===== src/rtl/sersub_pkg.sv =====
// Shared types and defaults for the bit-serial subtractor controller.
package sersub_pkg;

   localparam int unsigned SERSUB_DEFAULT_WIDTH = 8;

   typedef enum logic [1:0] {
      IDLE  = 2'd0,
      SHIFT = 2'd1,
      DONE  = 2'd2
   } state_t;

endpackage : sersub_pkg


===== src/rtl/full_subtractor_bit.sv =====
// One-bit full subtractor: two half-subtractor stages, borrows ORed together.
module full_subtractor_bit (
   input  logic a,
   input  logic b,
   input  logic bin,
   output logic d,
   output logic bout
);

   logic w_hs0_d;
   logic w_hs0_b;
   logic w_hs1_b;

   // First half-subtractor: a - b
   assign w_hs0_d = a ^ b;
   assign w_hs0_b = ~a & b;

   // Second half-subtractor: (a - b) - bin
   assign d       = w_hs0_d ^ bin;
   assign w_hs1_b = ~w_hs0_d & bin;

   assign bout    = w_hs0_b | w_hs1_b;

endmodule : full_subtractor_bit


===== src/rtl/serial_subtractor_ctrl.sv =====
// Bit-serial unsigned subtractor, LSB first, one bit per clock through a shared slice.
// Optional build macro SERSUB_SATURATE_EN clamps an underflowing result to zero.
module serial_subtractor_ctrl
   import sersub_pkg::*;
#(
   parameter int unsigned WIDTH = SERSUB_DEFAULT_WIDTH
) (
   input  logic             clk,
   input  logic             rst_n,
   input  logic             start,
   input  logic [WIDTH-1:0] a_in,
   input  logic [WIDTH-1:0] b_in,
   output logic             ready,
   output logic             busy,
   output logic             done,
   output logic [WIDTH-1:0] diff,
   output logic             borrow_out
);

   localparam int unsigned CNT_W    = (WIDTH > 1) ? $clog2(WIDTH) : 1;
   localparam logic [CNT_W-1:0] CNT_LAST = CNT_W'(WIDTH - 1);

   state_t           r_state;
   state_t           w_state_nxt;
   logic             w_ready_nxt;
   logic             w_busy_nxt;
   logic             w_done_nxt;

   logic [WIDTH-1:0] r_a_sh;
   logic [WIDTH-1:0] r_b_sh;
   logic [WIDTH-2:0] r_res_sh;
   logic             r_bor;
   logic [CNT_W-1:0] r_cnt;

   logic             w_load;
   logic             w_last;
   logic             w_d;
   logic             w_bout;
   logic [WIDTH-1:0] w_res_fin;

   assign w_load    = start & ((r_state == IDLE) | (r_state == DONE));
   assign w_last    = (r_state == SHIFT) & (r_cnt == CNT_LAST);
   assign w_res_fin = {w_d, r_res_sh};

   full_subtractor_bit u_fsub (
      .a    (r_a_sh[0]),
      .b    (r_b_sh[0]),
      .bin  (r_bor),
      .d    (w_d),
      .bout (w_bout)
   );

   // State register; handshake outputs are registered from the next-state decode
   always_ff @(posedge clk or negedge rst_n) begin
      if (!rst_n) begin
         r_state <= IDLE;
         ready   <= 1'b1;
         busy    <= 1'b0;
         done    <= 1'b0;
      end else begin
         r_state <= w_state_nxt;
         ready   <= w_ready_nxt;
         busy    <= w_busy_nxt;
         done    <= w_done_nxt;
      end
   end

   // Next-state logic
   always_comb begin
      w_state_nxt = r_state;
      case (r_state)
         IDLE:    if (start) w_state_nxt = SHIFT;
         SHIFT:   if (w_last) w_state_nxt = DONE;
         DONE:    w_state_nxt = start ? SHIFT : IDLE;
         default: w_state_nxt = IDLE;
      endcase
   end

   // Output decode of the upcoming state
   always_comb begin
      w_ready_nxt = 1'b0;
      w_busy_nxt  = 1'b0;
      w_done_nxt  = 1'b0;
      case (w_state_nxt)
         IDLE:    w_ready_nxt = 1'b1;
         SHIFT:   w_busy_nxt  = 1'b1;
         DONE: begin
            w_ready_nxt = 1'b1;
            w_done_nxt  = 1'b1;
         end
         default: w_ready_nxt = 1'b1;
      endcase
   end

   // Serial datapath: operand shift, result assembly, borrow and bit counter
   always_ff @(posedge clk or negedge rst_n) begin
      if (!rst_n) begin
         r_a_sh     <= '0;
         r_b_sh     <= '0;
         r_res_sh   <= '0;
         r_bor      <= 1'b0;
         r_cnt      <= '0;
         diff       <= '0;
         borrow_out <= 1'b0;
      end else if (w_load) begin
         r_a_sh <= a_in;
         r_b_sh <= b_in;
         r_bor  <= 1'b0;
         r_cnt  <= '0;
      end else if (r_state == SHIFT) begin
         r_a_sh   <= {1'b0, r_a_sh[WIDTH-1:1]};
         r_b_sh   <= {1'b0, r_b_sh[WIDTH-1:1]};
         r_res_sh <= w_res_fin[WIDTH-1:1];
         r_bor    <= w_bout;
         r_cnt    <= r_cnt + CNT_W'(1);
         if (w_last) begin
            borrow_out <= w_bout;
`ifdef SERSUB_SATURATE_EN
            diff <= w_bout ? '0 : w_res_fin;
`else
            diff <= w_res_fin;
`endif
         end
      end
   end

endmodule : serial_subtractor_ctrl

===== config.mk =====
export PLATFORM = sky130hd
export DESIGN_NAME = serial_subtractor_ctrl
export DESIGN_NICKNAME = d
export VERILOG_FILES = /design/src/rtl/sersub_pkg.sv /design/src/rtl/full_subtractor_bit.sv /design/src/rtl/serial_subtractor_ctrl.sv
export SDC_FILE = /design/constraint.sdc
export NUM_CORES = 1
export LEC_CHECK = 0
export CAP_MARGIN = 30
export CORE_MARGIN = 1
export CORE_UTILIZATION = 45
export CTS_CLUSTER_SIZE = 8
export DETAILED_ROUTE_END_ITERATION = 16
export GPL_TIMING_DRIVEN = 0
export PLACE_DENSITY = 0.77
export SYNTH_ARGS = -nofsm -noshare
export SYNTH_HDL_FRONTEND = slang
export SYNTH_SLANG_ARGS = --single-unit

===== constraint.sdc =====
create_clock -name clk -period 1.5 [get_ports clk]
set_clock_uncertainty 0.15 [all_clocks]
set_input_delay 0.3 -clock clk [delete_from_list [all_inputs] [get_ports clk]]
set_output_delay 0.3 -clock clk [all_outputs]
set_load 0.02 [all_outputs]

==> reports/results.ini <==
[routing]
vias = 1301
routed_wirelength_mm = 3.62
via_per_inst = 5.31
avgRoutedWirePerCell_um = 14.8
drt_pre_antenna_iters = 4
drc = 0
drt-initial-drc-count = 89
ant_nets = 0

[finish]
n_antenna_cell = 0
n_fill_cell = 333
final_util_pct = 61.1
nets = 216
drive_gt1_share_pct = 25.1
design_area_um2 = 2490
area_delta_synth_final_pct = 27.3

[timing]
fmax_mhz = 630
min_period_ps = 1590
setup_ws_ps = -87.5
hold_ws_ps = -11.3
hold_viol = 13
post-route-period-util_pct = 106
slew_headroom_pct = 39.3
rsz0062_at_grt = true
tightest_slew_ps = 910
finalSetupViolCount = 7
finalSetupTns_ps = -549
drv_slew = 0

[clock_tree]
clkTransAtPathRegs_ps = 80
cts_made_buffers = 5
cts_max_path_buffers = 2
cts_hold_buf = 0
clock_sinks = 41
cts_tree = built
ctsHtreeMaxLevel = 2
root_buffer = clkbuf_8
clk_latency_ps = 290

[status]
violations = negative hold slack, negative setup slack
run_status = finished, violations left

[floorplan]
die_w_um = 68.0
initial_core_util_pct = 47.9
die_area_um2 = 4620
num_rows = 23
core-area_um2 = 4090
die-height_um = 68.0
io_pins = 31

[placed_design]
globalplace.congestion = 0.770
place_hpwl_mm = 2.48
placed_area_um2 = 2330
io_buffer_count = 30
place_ws_ps = -305

[yosys]
synth_top_area_share_pct = 51.1
ys_top_cells_by_area = dfrtp_1, mux2_4, mux2i_1
synth.distinct_cells = 25
synth_cells = 153
synth-seq-cells = 41
netlist_area_um2 = 1960
ys.flop_type = dfrtp_1
seq_area_frac_synth_pct = 52.4
synth_fp_nets = 175
ys_warn_count = 0
synth_top_cell_by_area = dfrtp_1
syn_area_per_cell_um2 = 12.8
synthArstFlopShare_pct = 100
synth_edf_count = 0

[grt]
grt_max_degree = 42
overflow = 0
antenna_found_initial = 0
grt_pass1_vias = 1367
grt_pass1_wl_mm = 6.18
grt_use_total_pct = 18.4

[pwr]
powerDensity_nw_per_um2 = 2020
ir_drop_mv = 0.835
p_leak_nw = 1.11

[setup_path]
r2r_start = r_cnt[0]$_DFFE_PN0P_
startpoint_type = register
cp.required_ps = 1530
crit_type = register to register
cp_max_fo = 5
crit_path_start = r_cnt[0]$_DFFE_PN0P_
worstPathArrival_ps = 1610
cp-end-kind = register

[min_path]
hold_path_class = primary input to async pin

[run]
max-cap-violations = 0

==> path summary, 6_finish.rpt <==
| path | end | slack, ps | cells after the start |
|---|---|---|---|
| worst max-delay path | diff[1]$_DFFE_PN0P_ | -90 | 5 |
| worst min-delay path | r_b_sh[2]$_DFFE_PN0P_ | -10 | 1 |
| worst max register to register | diff[1]$_DFFE_PN0P_ | -90 | 5 |
| worst min register to register | diff[3]$_DFFE_PN0P_ | 360 | 1 |
| max in group asynchronous | r_res_sh[0]$_DFFE_PN0P_ | 640 | 1 |
| min in group clk | diff[3]$_DFFE_PN0P_ | 360 | 1 |
==> through the flow <==
stage          instances  power (mW)
5_1_grt              245        5.42
3_3_place_gp         233        4.08
4_1_cts              243        5.02
6_report             245        5.04
2_1_floorplan        153        3.51
3_5_place_dp         233        4.20
==> worst max-delay path, stage by stage, from the launching register on <==
cell and delay, ps:
dfrtp_1 410, ha_2 200, ha_4 170, nand3b_4 120, buf_8 140, mux2_4 300
==> cell usage after synthesis (2+ instances only) <==
library cell   n
a211oi_1      14
a21oi_1       14
a22o_1         3
buf_2          3
buf_4          4
buf_6          3
dfrtp_1       40
ha_1           2
inv_1          4
mux2_1         2
mux2_2         4
mux2_4        11
mux2i_1       16
nand2_1        2
nand3_1        3
nor2b_1       14
o21ai_0        6
==> report_power, final <==
group          internal (mW)  total, mW  switching [mW]
logic                   1.20       2.16           0.962
registers               1.64       2.01           0.366
clock network          0.494      0.863           0.369
total                   3.34       5.04            1.70
==> cell families after synthesis <==
| kind of cell | synth area share [%] |
|---|---|
| compound gates | 12.1 |
| fa+ha+maj | 2.30 |
| buf+inv | 5.55 |
| flops | 52.4 |
| mux | 20.1 |
| simple gates | 7.60 |
==> flip-flops by register name, summed over array words and instances (netlist names) <==
register    cells
done            1
ready           1
borrow_out      1
r_cnt           3
busy            1
r_bor           1
r_state         2
r_a_sh          8
r_b_sh          8
r_res_sh        7
diff            8
==> layer usage <==
| layer | vias to the layer above | track usage [%] | routed length, um |
|---|---|---|---|
| met1 | 635 | 21.6 | 1600 |
| li1 | 623 | - | - |
| met2 | 35 | 30.9 | 1790 |
| met4 | 0 | 9.38 | 74 |
| met3 | 8 | 4.83 | 154 |
| met5 | - | 0 | 0 |
==> area by class of cell <==
type	count	area [um2]	share of cell area, %
inverter	4	15.0	0.602
clock inverter	2	35.0	1.40
multi-input combinational	97	855	34.3
tap	50	62.6	2.51
clock buffer	6	72.6	2.91
sequential	41	1030	41.2
timing repair buffer	34	328	13.1
buffer	11	100	4.01
==> timing repair <==
action                                  CTS  global route
pin swaps                                 0             1
resized for setup                        17             7
cloned                                    0             1
setup buffers                             2             1
endpoints found under the setup margin   20            17
==> cell usage in the layout (no fill, tap or decap), drive strengths merged <==
master          n
dlygate4sd2    10
a21oi          14
clkdlybuf4s15   1
nand2b          2
dfrtp          40
mux2           17
inv             4
clkinv          1
nor2            1
mux2i          16
nor2b          14
bufinv          1
a211oi         14
clkbuf          7
dfstp           1
nand3b          1
o21ai           7
ha              2
nand2           2
nand3           3
buf            16
clkdlybuf4s50  16
a22o            3
fa              1
dlymetal6s2s    1
Power figures use the tool's default switching activity.
